===== src/rtl/ber_window_monitor.sv =====
// ber_window_monitor: session BER statistics with windowed error counts and four-phase snapshot port.
// Optional max-window tracking is enabled by defining BER_MONITOR_MAXWIN_EN.
module ber_window_monitor #(
    parameter int WINDOW_LOG2 = 20,
    parameter int SETTLE = 16
) (
    input  logic        clk,
    input  logic        reset,
    input  logic        aligned,
    input  logic [6:0]  error_count,
    input  logic        start,
    input  logic        stop,
    input  logic        snap_req,
    output logic        snap_ack,
    output logic [1:0]  state,
    output logic [47:0] total_bits,
    output logic [31:0] total_errors,
    output logic [7:0]  lock_losses,
    output logic [23:0] win_errors,
    output logic        win_done,
    output logic [23:0] max_win_errors,
    output logic [47:0] snap_bits,
    output logic [31:0] snap_errors,
    output logic [7:0]  snap_losses
);
    typedef enum logic [1:0] {IDLE = 2'd0, WAIT_LOCK = 2'd1, RUN = 2'd2, UNLOCKED = 2'd3} state_t;
    state_t cur, nxt;
    logic [7:0] settle_cnt;
    logic [WINDOW_LOG2-1:0] win_cnt;
    logic [23:0] win_acc;
    logic [48:0] bits_sum;
    logic [32:0] errs_sum;
    logic [24:0] win_sum;
    logic [47:0] bits_sat;
    logic [31:0] errs_sat;
    logic [23:0] win_sat;
    logic clear, waiting, settled, count, lose, win_end;
    assign state = cur;
    // stop overrides start in every state, including IDLE
    assign clear = start && !stop;
    assign waiting = (cur == WAIT_LOCK) || (cur == UNLOCKED);
    assign settled = waiting && aligned && settle_cnt == 8'(SETTLE - 1);
    assign count = cur == RUN && !stop && !start && aligned;
    assign lose = cur == RUN && !stop && !start && !aligned;
    assign win_end = count && &win_cnt;
    assign bits_sum = {1'b0, total_bits} + 49'd64;
    assign errs_sum = {1'b0, total_errors} + 33'(error_count);
    assign win_sum = {1'b0, win_acc} + 25'(error_count);
    assign bits_sat = bits_sum[48] ? '1 : bits_sum[47:0];
    assign errs_sat = errs_sum[32] ? '1 : errs_sum[31:0];
    assign win_sat = win_sum[24] ? '1 : win_sum[23:0];
    always_ff @(posedge clk)
        cur <= reset ? IDLE : nxt;
    always_comb begin
        nxt = cur;
        if (stop)
            nxt = IDLE;
        else if (start)
            nxt = WAIT_LOCK;
        else if (settled)
            nxt = RUN;
        else if (lose)
            nxt = UNLOCKED;
    end
    always_ff @(posedge clk) begin
        if (reset) begin
            snap_ack <= 1'b0;
            snap_bits <= '0;
            snap_errors <= '0;
            snap_losses <= '0;
            total_bits <= '0;
            total_errors <= '0;
            lock_losses <= '0;
            win_errors <= '0;
            win_done <= 1'b0;
            win_acc <= '0;
            win_cnt <= '0;
            settle_cnt <= '0;
        end else begin
            win_done <= 1'b0;
            snap_ack <= snap_req;
            if (snap_req && !snap_ack) begin
                snap_bits <= total_bits;
                snap_errors <= total_errors;
                snap_losses <= lock_losses;
            end
            if (clear) begin
                total_bits <= '0;
                total_errors <= '0;
                lock_losses <= '0;
                win_errors <= '0;
                win_acc <= '0;
                win_cnt <= '0;
                settle_cnt <= '0;
            end else if (count) begin
                total_bits <= bits_sat;
                total_errors <= errs_sat;
                win_cnt <= win_cnt + WINDOW_LOG2'(1);
                win_acc <= win_end ? '0 : win_sat;
                if (win_end) begin
                    win_errors <= win_sat;
                    win_done <= 1'b1;
                end
            end else if (lose) begin
                lock_losses <= (lock_losses == 8'hff) ? lock_losses : lock_losses + 8'd1;
                win_acc <= '0;
                win_cnt <= '0;
            end
            if (!clear && waiting)
                settle_cnt <= (!aligned || settled) ? 8'd0 : settle_cnt + 8'd1;
        end
    end
`ifdef BER_MONITOR_MAXWIN_EN
    always_ff @(posedge clk)
        if (reset || clear)
            max_win_errors <= '0;
        else if (win_end && win_sat > max_win_errors)
            max_win_errors <= win_sat;
`else
    assign max_win_errors = '0;
`endif
endmodule


===== config.mk =====
export PLATFORM = sky130hd
export DESIGN_NAME = ber_window_monitor
export DESIGN_NICKNAME = d
export VERILOG_FILES = /design/src/rtl/ber_window_monitor.sv
export SDC_FILE = /design/constraint.sdc
export NUM_CORES = 1
export LEC_CHECK = 0
export ABC_AREA = 1
export ABC_CLOCK_PERIOD_IN_PS = 1900
export CAP_MARGIN = 30
export CORE_MARGIN = 1.5
export CORE_UTILIZATION = 48
export DETAILED_ROUTE_END_ITERATION = 10
export GPL_TIMING_DRIVEN = 1
export PLACE_DENSITY = 0.87
export SYNTH_ARGS = -nofsm -noshare
export SYNTH_HDL_FRONTEND = slang
export SYNTH_SLANG_ARGS = --single-unit

===== constraint.sdc =====
create_clock -name clk -period 1.9 [get_ports clk]
set_input_delay 0.285 -clock clk [delete_from_list [all_inputs] [get_ports clk]]
set_output_delay 0.285 -clock clk [all_outputs]
set_load 0.03 [all_outputs]

==> results of run 1 <==
==> what timing repair did <==
action / 4_1_cts / 5_1_grt
buffers inserted: 1 / 5
endpoints found under the hold margin: 0 / 0
pin swaps: 5 / 42
resized for setup: 114 / 133
cloned: 1 / 0
setup endpoints to repair: 141 / 111
==> worst min-delay path: cells and delay by family <==
kind,cells,cell delay [ns]
adders and majority gates,1,0.20
buffers and inverters,1,0.26
and+or+nand+nor,2,0.14
==> placed cells by master (no fill, tap or decap), types with 12 or more instances in the layout <==
cell type        count
nand2_1            391
a21oi_1            155
nand3b_1            13
xor2_1              36
dlygate4sd2_1       90
clkdlybuf4s50_1    118
nand4_1             33
nand2_2             18
xnor2_1             13
nor2_2              13
nand3_2             26
conb_1              24
buf_12              15
inv_1              170
nor3_1              25
clkbuf_16           27
nor2_1             249
nand3_1             85
nor2_4              15
o21ai_0            129
o21ai_1             12
dfxtp_1            237
buf_4              173
==> through the flow <==
step	hold WS (ns)	cell area [um^2]	setup WS, ns
2_1_floorplan	0.362	12600	0.00383
3_3_place_gp	0.430	16200	-0.549
3_5_place_dp	0.452	16200	-0.551
4_1_cts	0.395	17100	0.000915
5_1_grt	0.419	17700	-0.218
6_report	0.401	17700	-0.105
==> routing by layer <==
metal | global-route usage | part of all wire
met5 | 0 | 0
met4 | 0.110 | 0.036
met3 | 0.0369 | 0.076
met2 | 0.507 | 0.48
met1 | 0.358 | 0.41
==> worst paths after layout <==
| path | cells past startpoint | slack, ns | endpoint | start |
|---|---|---|---|---|
| max | 11 | -0.10 | win_acc[2]$_SDFFE_PP0P_ | win_acc[0]$_SDFFE_PP0P_ |
| min | 4 | 0.40 | win_errors[0]$_SDFFE_PP0P_ | error_count[0] |
| max reg2reg | 11 | -0.10 | win_acc[2]$_SDFFE_PP0P_ | win_acc[0]$_SDFFE_PP0P_ |
| min reg2reg | 2 | 0.47 | win_cnt[14]$_SDFFE_PP0P_ | win_cnt[14]$_SDFFE_PP0P_ |
==> logic make-up (layout without fill, tap and decap cells) <==
group	Yosys count	in the layout
other cells	1	24
fa+ha+maj	20	20
flops	246	246
xor+xnor	49	49
simple gates	913	914
buf+inv	276	633
compound gates	327	327
==> state kept, by name (all words and copies together), names as in the netlist <==
| signal | flops |
|---|---|
| snap_bits | 43 |
| total_bits | 43 |
| snap_errors | 32 |
| total_errors | 32 |
| win_acc | 24 |
| win_errors | 24 |
| win_cnt | 20 |
| lock_losses | 8 |
| settle_cnt | 8 |
| snap_losses | 8 |
| state | 2 |
| snap_ack | 1 |
| win_done | 1 |
==> layout make-up <==
class	instances	area, um^2
fillers	2034	7650
well taps	330	413
clock inverters	10	129
repair buffers	409	3720
flip-flops and latches	246	4940
clock buffers	37	783
multi-input cells	1334	7020
inverters	177	667
==> power breakdown <==
part / internal (W) / switching [W] / leakage, nW
logic: 0.000372 / 0.000686 / 5.30
clock network: 0.00327 / 0.00213 / 0.457
registers: 0.00527 / 0.0000573 / 2.00
total: 0.00891 / 0.00287 / 7.76
==> flow_summary.toml, run 1 <==
[sta]
finClkSkew_ns = 0.0121
max_freq_mhz = 499
min_period_ns = 2.00
hold_violations = 0
setup_viol = 32
rsz0062_at_grt = "true"
fin_setup_tns_ns = -0.769
slew_viol_final = 0
timing.final.ws_setup_ns = -0.105
finalCritPeriodShare = 1.06

[synthesis]
syn_avg_cell_area_um2 = 6.81
synthCells = 1832
synthXorXnorAreaFrac = 0.0344
netlist.top_cell.by_area = "dfxtp_1"
synth_ff_type = "dfxtp_1"
ys_async_sr_fraction = 0
synthesis.area_mm2 = 0.0125
yosys.cell_types.count = 45
synth_top_area_share = 0.395
yosys_warnings = 0
synth-adder-area-share = 0.0213
synth_compound_area_frac = 0.135
ys_top_cells_by_count = "nand2_1, nor2_1, dfxtp_1, inv_1, a21oi_1"
yosys.area_share.simple = 0.315
synth_top_family_by_area = "simple AND/OR/NAND/NOR gates"
synth.top_cells.by_area = "dfxtp_1, nand2_1, nor2_1"
synth_seq_area_share = 0.395
synth-edff-count = 0
yosys-mux-area-fraction = 0
synth.most_common_cell = "nand2_1"
synth-seq-cells = 246

[power]
p_leak_nw = 7.76
finalPower_w = 0.0118
p_per_area_mw_per_mm2 = 666
peakVddDrop_mv = 0.671

[worst_setup_path]
crit_type = "reg2reg"
crit_buf_inv = 1
slowest_delay_ns = 0.37
worstSetupStartpointType = "register"
worstPathRequired_ns = 2.30
cp-end-kind = "register"
crit_chain = "ha_4, fa_2, nand3_2, nand3_2, nand3_1, nand2_2, nand2_2, nor2_4, buf_12, o21ai_0, a21oi_1"
critical-path-top-delay-family = "simple AND/OR/NAND/NOR gates"
crit_arrival_ns = 2.41
crit_fanout = 16
slowest_stage = "fa_2"

[global_routing]
grt_pass1_wl_um = 63000
antenna_found_initial = 0
overflow = 0
track_usage = 0.288
grt_pass1_vias = 12800
grt_max_degree = 103

[routing]
drc = 0
first_iter_violations = 1181
wl_per_cell_um = 16.3
viasPerCell = 5.39
ant_nets = 0
vias = 13700
wirelength_um = 41500
detail_route.first_pass.iterations = 6

[worst_hold_path]
min_path_type = "in2reg"

[cts]
h-tree-depth = 1
cts_max_path_buffers = 3
clkTransAtPathRegs_ns = 0.06
cts_tree = "yes"
clk_latency_ns = 0.53
cts_hold_buf = 0
cts_buffers = 27
clock_sinks = 246
root_buffer = "clkbuf_16"

[place]
hpwl_um = 29600
port_buffers = 216
place_inst = 2489
gp_congestion = 1.01

[finish]
finalNonFillerCells = 2543
antenna_cells = 0
nNetsFinal = 2228
drive_gt1_frac = 0.174
area.growth.synth_to_final_pct = 41.8
fin_util = 0.698

[outcome]
violations = "negative setup slack"
status = "finished with violations"

[die]
start_util = 0.492
design.die.area_mm2 = 0.0270
die_w_um = 164
num_rows = 58
io-pin-count = 241
core_area_mm2 = 0.0253
die_y_um = 164

[job]
maxCapViolCount = 0
Note: power is estimated with default switching activity, not from simulation.
==> run 2: changes to the inputs <==
RECOVER_POWER = 25   (was unset)
==> run 2 against run 1 <==
Net effect:
- non-clock buffer count is the same
- critical endpoint unchanged
- register-to-register slack is essentially flat
- the flow still finishes with violations (negative setup slack)
- fmax grew 0.28%
- die area is the same
- setup slack gained 0.0056 ns
- sequential power is essentially flat
- via count grew 0.24%
==> flow_summary.toml, run 2 (synthesis gave the netlist of run 1 again) <==
[outcome]
status = "finished with violations"
violations = "negative setup slack"

[worst_setup_path]
cp-end-kind = "register"
crit_cells = 11
crit_arrival_ns = 2.40
critical_path.endpoint = "win_acc[2]$_SDFFE_PP0P_"
slowest_delay_ns = 0.37
worstSetupStartpointType = "register"
r2r_slack_ns = -0.1
critical-path-top-delay-family = "simple AND/OR/NAND/NOR gates"
slowest_stage = "fa_2"
crit_chain = "ha_4, fa_2, nand3_2, nand3_2, nand3_1, nand2_2, nand2_2, nor2_4, buf_12, o21ai_0, a21oi_1"
worstReg2RegStart = "win_acc[0]$_SDFFE_PP0P_"
rr_worst_depth = 11
crit_fanout = 16
crit_buf_inv = 1
worstReg2RegEnd = "win_acc[2]$_SDFFE_PP0P_"
worstPathRequired_ns = 2.30
crit_path_start = "win_acc[0]$_SDFFE_PP0P_"
crit_type = "reg2reg"

[cts]
cts_max_path_buffers = 3
clock_sinks = 246
root_buffer = "clkbuf_16"
clk_latency_ns = 0.53
h-tree-depth = 1
cts_tree = "yes"
cts_buffers = 27
clkTransAtPathRegs_ns = 0.06

[die]
io-pin-count = 241
design.die.area_mm2 = 0.0270
die_w_um = 164
num_rows = 58
die_y_um = 164
start_util = 0.492
core_area_mm2 = 0.0253

[power]
combPwrFrac = 0.089
peakVddDrop_mv = 0.671
p_sw_frac = 0.243
p_per_area_mw_per_mm2 = 669
p_clk_frac = 0.458
pwr-share-seq = 0.453
finalPower_w = 0.0118
p_leak_nw = 7.62
p_int_w = 0.00890
power.switching_w = 0.00286

[sta]
timing.final.ws_setup_ns = -0.0992
setup_viol = 30
hold_violations = 0
tightest_slew_ns = 0.594
min_period_ns = 2.00
finClkSkew_ns = 0.0121
max_freq_mhz = 500
maxSlewHeadroom = 0.604
finalCritPeriodShare = 1.05
slew_viol_final = 0
fin_setup_tns_ns = -0.684
rsz0062_at_grt = "true"

[routing]
wirelength_um = 41400
detail_route.first_pass.iterations = 6
drc = 0
vias = 13700
wl_per_cell_um = 16.3
first_iter_violations = 1217
ant_nets = 0
viasPerCell = 5.40

[place]
place_inst = 2489
dp_slack_ns = -0.551
placed_area_mm2 = 0.0162
hpwl_um = 29600
port_buffers = 216
gp_congestion = 1.01

[finish]
final_cell_mix = "nand2_1, nor2_1, dfxtp_1, inv_1, buf_4"
finalInstanceArea_mm2 = 0.0176
reg.largest.list = "snap_bits: 43 flops, total_bits: 43 flops"
finalNonFillerCells = 2543
drive_gt1_frac = 0.172
area.growth.synth_to_final_pct = 41.1
seq_area_mm2 = 0.00494
mostFrequentLayoutCell = "nand2_1"
antenna_cells = 0
multiInputGateArea_mm2 = 0.00702
n_fill_cell = 2049
nNetsFinal = 2228

[global_routing]
antenna_found_initial = 0
track_usage = 0.288
overflow = 0
grt_max_degree = 103
grt_pass1_wl_um = 63000
grt_pass1_vias = 12800

[worst_hold_path]
min_path_type = "in2reg"

[job]
maxCapViolCount = 0
-- run 2: changes by cell type in the layout (fill, tap and decap cells not counted), sizes merged --
cell,previous run,this run
buf,193,186
clkbuf,37,50
clkdlybuf4s50,118,116
dlygate4sd3,0,2
dlymetal6s2s,8,2
-- run 2: cell type report --
cell class	instances	share of cell area
multi-input cells	1334	0.399
flip-flops and latches	246	0.281
clock inverters	10	0.00732
inverters	177	0.0379
repair buffers	409	0.207
well taps	330	0.0235
clock buffers	37	0.0445
-- run 2: worst min path at each step --
| stage | from | endpoint | cells after the start | slack [ns] |
|---|---|---|---|---|
| floorplan | stop | state[1]$_SDFFE_PP0P_ | 1 | 0.36 |
| global placement | win_cnt[14]$_SDFFE_PP0P_ | win_cnt[14]$_SDFFE_PP0P_ | 2 | 0.43 |
| detailed placement | win_cnt[14]$_SDFFE_PP0P_ | win_cnt[14]$_SDFFE_PP0P_ | 2 | 0.45 |
| CTS | snap_req | snap_ack$_SDFF_PP0_ | 3 | 0.39 |
| global route | error_count[0] | win_errors[0]$_SDFFE_PP0P_ | 4 | 0.42 |
| finish | error_count[0] | win_errors[0]$_SDFFE_PP0P_ | 4 | 0.41 |
-- run 2: tightest hold or removal path: stages --
cell and delay, ns:
dlymetal6s2s_1 0.26, ha_4 0.20, nor3_1 0.05, nor2_1 0.09
-- run 2: what timing repair did --
action | in CTS | in global routing
setup buffers | 1 | 5
setup endpoints to repair | 141 | 111
gates cloned | 1 | 0
hold buffers | 0 | 0
gates resized for setup | 114 | 133
pin swaps | 5 | 42
-- run 2: stage by stage --
step	hold WS [ns]	utilization
5_1_grt	0.419	0.695
4_1_cts	0.395	0.674
2_1_floorplan	0.362	-
3_3_place_gp	0.430	0.639
6_report	0.406	0.695
3_5_place_dp	0.452	0.639
-- run 2: per-layer routing --
layer  GRT usage  share of wire
met1       0.358           0.41
met2       0.507           0.48
met3      0.0369          0.074
met4       0.110          0.038
met5           0              0
-- run 2: power by group through the flow --
stage	clock, W	sequential, W	combinational (W)
6_report	0.00539	0.00533	0.00105
5_1_grt	0.00569	0.00534	0.00111
4_1_cts	0.00546	0.00533	0.00103
3_5_place_dp	0	0.00544	0.00103
3_3_place_gp	0	0.00543	0.00101
2_1_floorplan	0	0.00565	0.000409
==> run 3: changes to the inputs <==
CORE_ASPECT_RATIO = 1.25   (was unset)
==> run 3 against run 2 <==
Net effect:
- the run still ends with negative setup slack left
- worst hold slack got worse by 0.049 ns
- wire length rose by 15%
- clock skew rose by 0.0038 ns
- via count rose by 6.4%
- combinational power barely moved
- clock power rose by 6.3%
- fmax fell by 7.6%
- sequential power barely moved
- total power rose by 3.1%
- sequential share of layout area fell by 1.0 points
- critical path type unchanged
- critical endpoint is now win_errors[22]$_SDFFE_PP0P_
==> flow_summary.toml, run 3 (synthesis gave the netlist of run 1 again) <==
[routing]
drc = 0
ant_nets = 0
first_iter_violations = 1111
viasPerCell = 5.68
detail_route.first_pass.iterations = 6
wirelength_um = 47500
vias = 14600
wl_per_cell_um = 18.4

[place]
hpwl_um = 30900
gp_congestion = 1.01
port_buffers = 216
dp_slack_ns = -0.649

[die]
die_w_um = 147
design.die.area_mm2 = 0.0270
core_area_mm2 = 0.0254
start_util = 0.491
num_rows = 65
io-pin-count = 241
die_y_um = 183

[sta]
tightest_slew_ns = 0.846
fin_setup_tns_ns = -8.49
slew_viol_final = 0
finalCritPeriodShare = 1.14
setup_viol = 60
min_period_ns = 2.16
hold_violations = 0
timing.final.ws_setup_ns = -0.264
max_freq_mhz = 462
finClkSkew_ns = 0.0158
rsz0062_at_grt = "true"
maxSlewHeadroom = 0.436

[finish]
n_fill_cell = 1860
area.growth.synth_to_final_pct = 46.8
reg.largest.list = "snap_bits: 43 flops, total_bits: 43 flops"
nNetsFinal = 2249
multiInputGateArea_mm2 = 0.00735
final_cell_mix = "nand2_1, nor2_1, dfxtp_1, buf_4, inv_1"
seq_area_mm2 = 0.00495
drive_gt1_frac = 0.212
mostFrequentLayoutCell = "nand2_1"

[cts]
clock_sinks = 246
cts_buffers = 26
cts_max_path_buffers = 3
clk_latency_ns = 0.53
root_buffer = "clkbuf_16"
h-tree-depth = 1
clkTransAtPathRegs_ns = 0.08
cts_tree = "yes"

[worst_setup_path]
crit_fanout = 6
crit_arrival_ns = 2.59
path_common_cell = "nand3_2"
crit_cells = 12
crit_path_start = "win_acc[0]$_SDFFE_PP0P_"
crit_type = "reg2reg"
crit_chain = "ha_4, fa_2, nand3_2, nand3_4, nand2_4, nand2_2, nand3b_1, buf_6, buf_12, nand3_2, o21ai_2, inv_1"
slowest_delay_ns = 0.37
cp-end-kind = "register"
slowest_stage = "fa_2"
worstPathRequired_ns = 2.33
critical-path-top-delay-family = "simple AND/OR/NAND/NOR gates"
crit_buf_inv = 3
worstReg2RegStart = "win_acc[0]$_SDFFE_PP0P_"
worstSetupStartpointType = "register"
rr_worst_depth = 12

[worst_hold_path]
min_path_type = "in2reg"
min_path_cells = 3
hp-start = "snap_req"

[global_routing]
grt_pass1_wl_um = 68400
track_usage = 0.311
grt_max_degree = 98
grt_pass1_vias = 13800
overflow = 0
antenna_found_initial = 2

[job]
maxCapViolCount = 0

[outcome]
violations = "negative setup slack"
status = "finished with violations"

[power]
p_per_area_mw_per_mm2 = 663
peakVddDrop_mv = 0.645
p_leak_nw = 8.12
## run 3: changes by cell type in the layout (fill, tap and decap cells not counted), moves of 9 or more
cell	delta
dlymetal6s2s_1	+14
nor2_2	+9
o21ai_2	+16
buf_4	+14
nand2_1	-13
nor2_1	-10
dfxtp_2	+9
clkdlybuf4s50_1	-22
o21ai_0	-22
a21oi_1	-9
dfxtp_1	-9
## run 3: what timing repair did
item | CTS | global route
cloned | 1 | 3
setup endpoints to repair | 187 | 130
setup buffers | 8 | 11
resized for setup | 154 | 239
pin swaps | 27 | 73
hold buffers | 0 | 0
## run 3: layout make-up
cell class	instances	area share
multi-input cells	1333	0.401
flip-flops and latches	246	0.270
clock inverters	11	0.0105
repair buffers	432	0.215
diodes	1	0.000137
inverters	177	0.0366
well taps	335	0.0229
clock buffers	37	0.0428
## run 3: stage by stage
step / hold slack [ns] / std cells / area (um^2) / total power [W] / util
2_1_floorplan: 0.362 / 1855 / 12600 / 0.00606 / -
3_3_place_gp: 0.431 / 2503 / 16300 / 0.00645 / 0.641
3_5_place_dp: 0.440 / 2503 / 16300 / 0.00648 / 0.641
4_1_cts: 0.346 / 2560 / 17400 / 0.0121 / 0.686
5_1_grt: 0.354 / 2571 / 18300 / 0.0125 / 0.721
6_report: 0.357 / 2572 / 18300 / 0.0121 / 0.721
## run 3: worst paths after layout
| path | endpoint | slack, ns |
|---|---|---|
| min | snap_ack$_SDFF_PP0_ | 0.36 |
| min reg2reg | win_cnt[14]$_SDFFE_PP0P_ | 0.46 |
| max reg2reg | win_errors[22]$_SDFFE_PP0P_ | -0.26 |
| max | win_errors[22]$_SDFFE_PP0P_ | -0.26 |
## run 3: where the power goes
part           internal (W)  total (W)  switching [W]
Sequential          0.00527    0.00533      0.0000584
Combinational      0.000367    0.00108       0.000708
Clock               0.00355    0.00573        0.00219
Total               0.00918     0.0121        0.00295
## run 3: routing by layer
metal	track usage	part of all wire	wire length, um	up-vias
met4	0.167	0.075	3580	0
met2	0.570	0.49	23400	919
met3	0.0510	0.084	3970	305
met1	0.342	0.35	16500	6725
met5	0	0	0	-
li1	-	-	-	6668
## run 3: worst reg2reg max path, delay by kind of cell, from the launching register on
kind | cells | cell delay [ns]
flip-flops | 1 | 0.35
AO/OA/AOI/OAI | 1 | 0.13
AND/OR/NAND/NOR | 6 | 0.69
adder cells (fa/ha/maj) | 2 | 0.55
buffers and inverters | 3 | 0.34
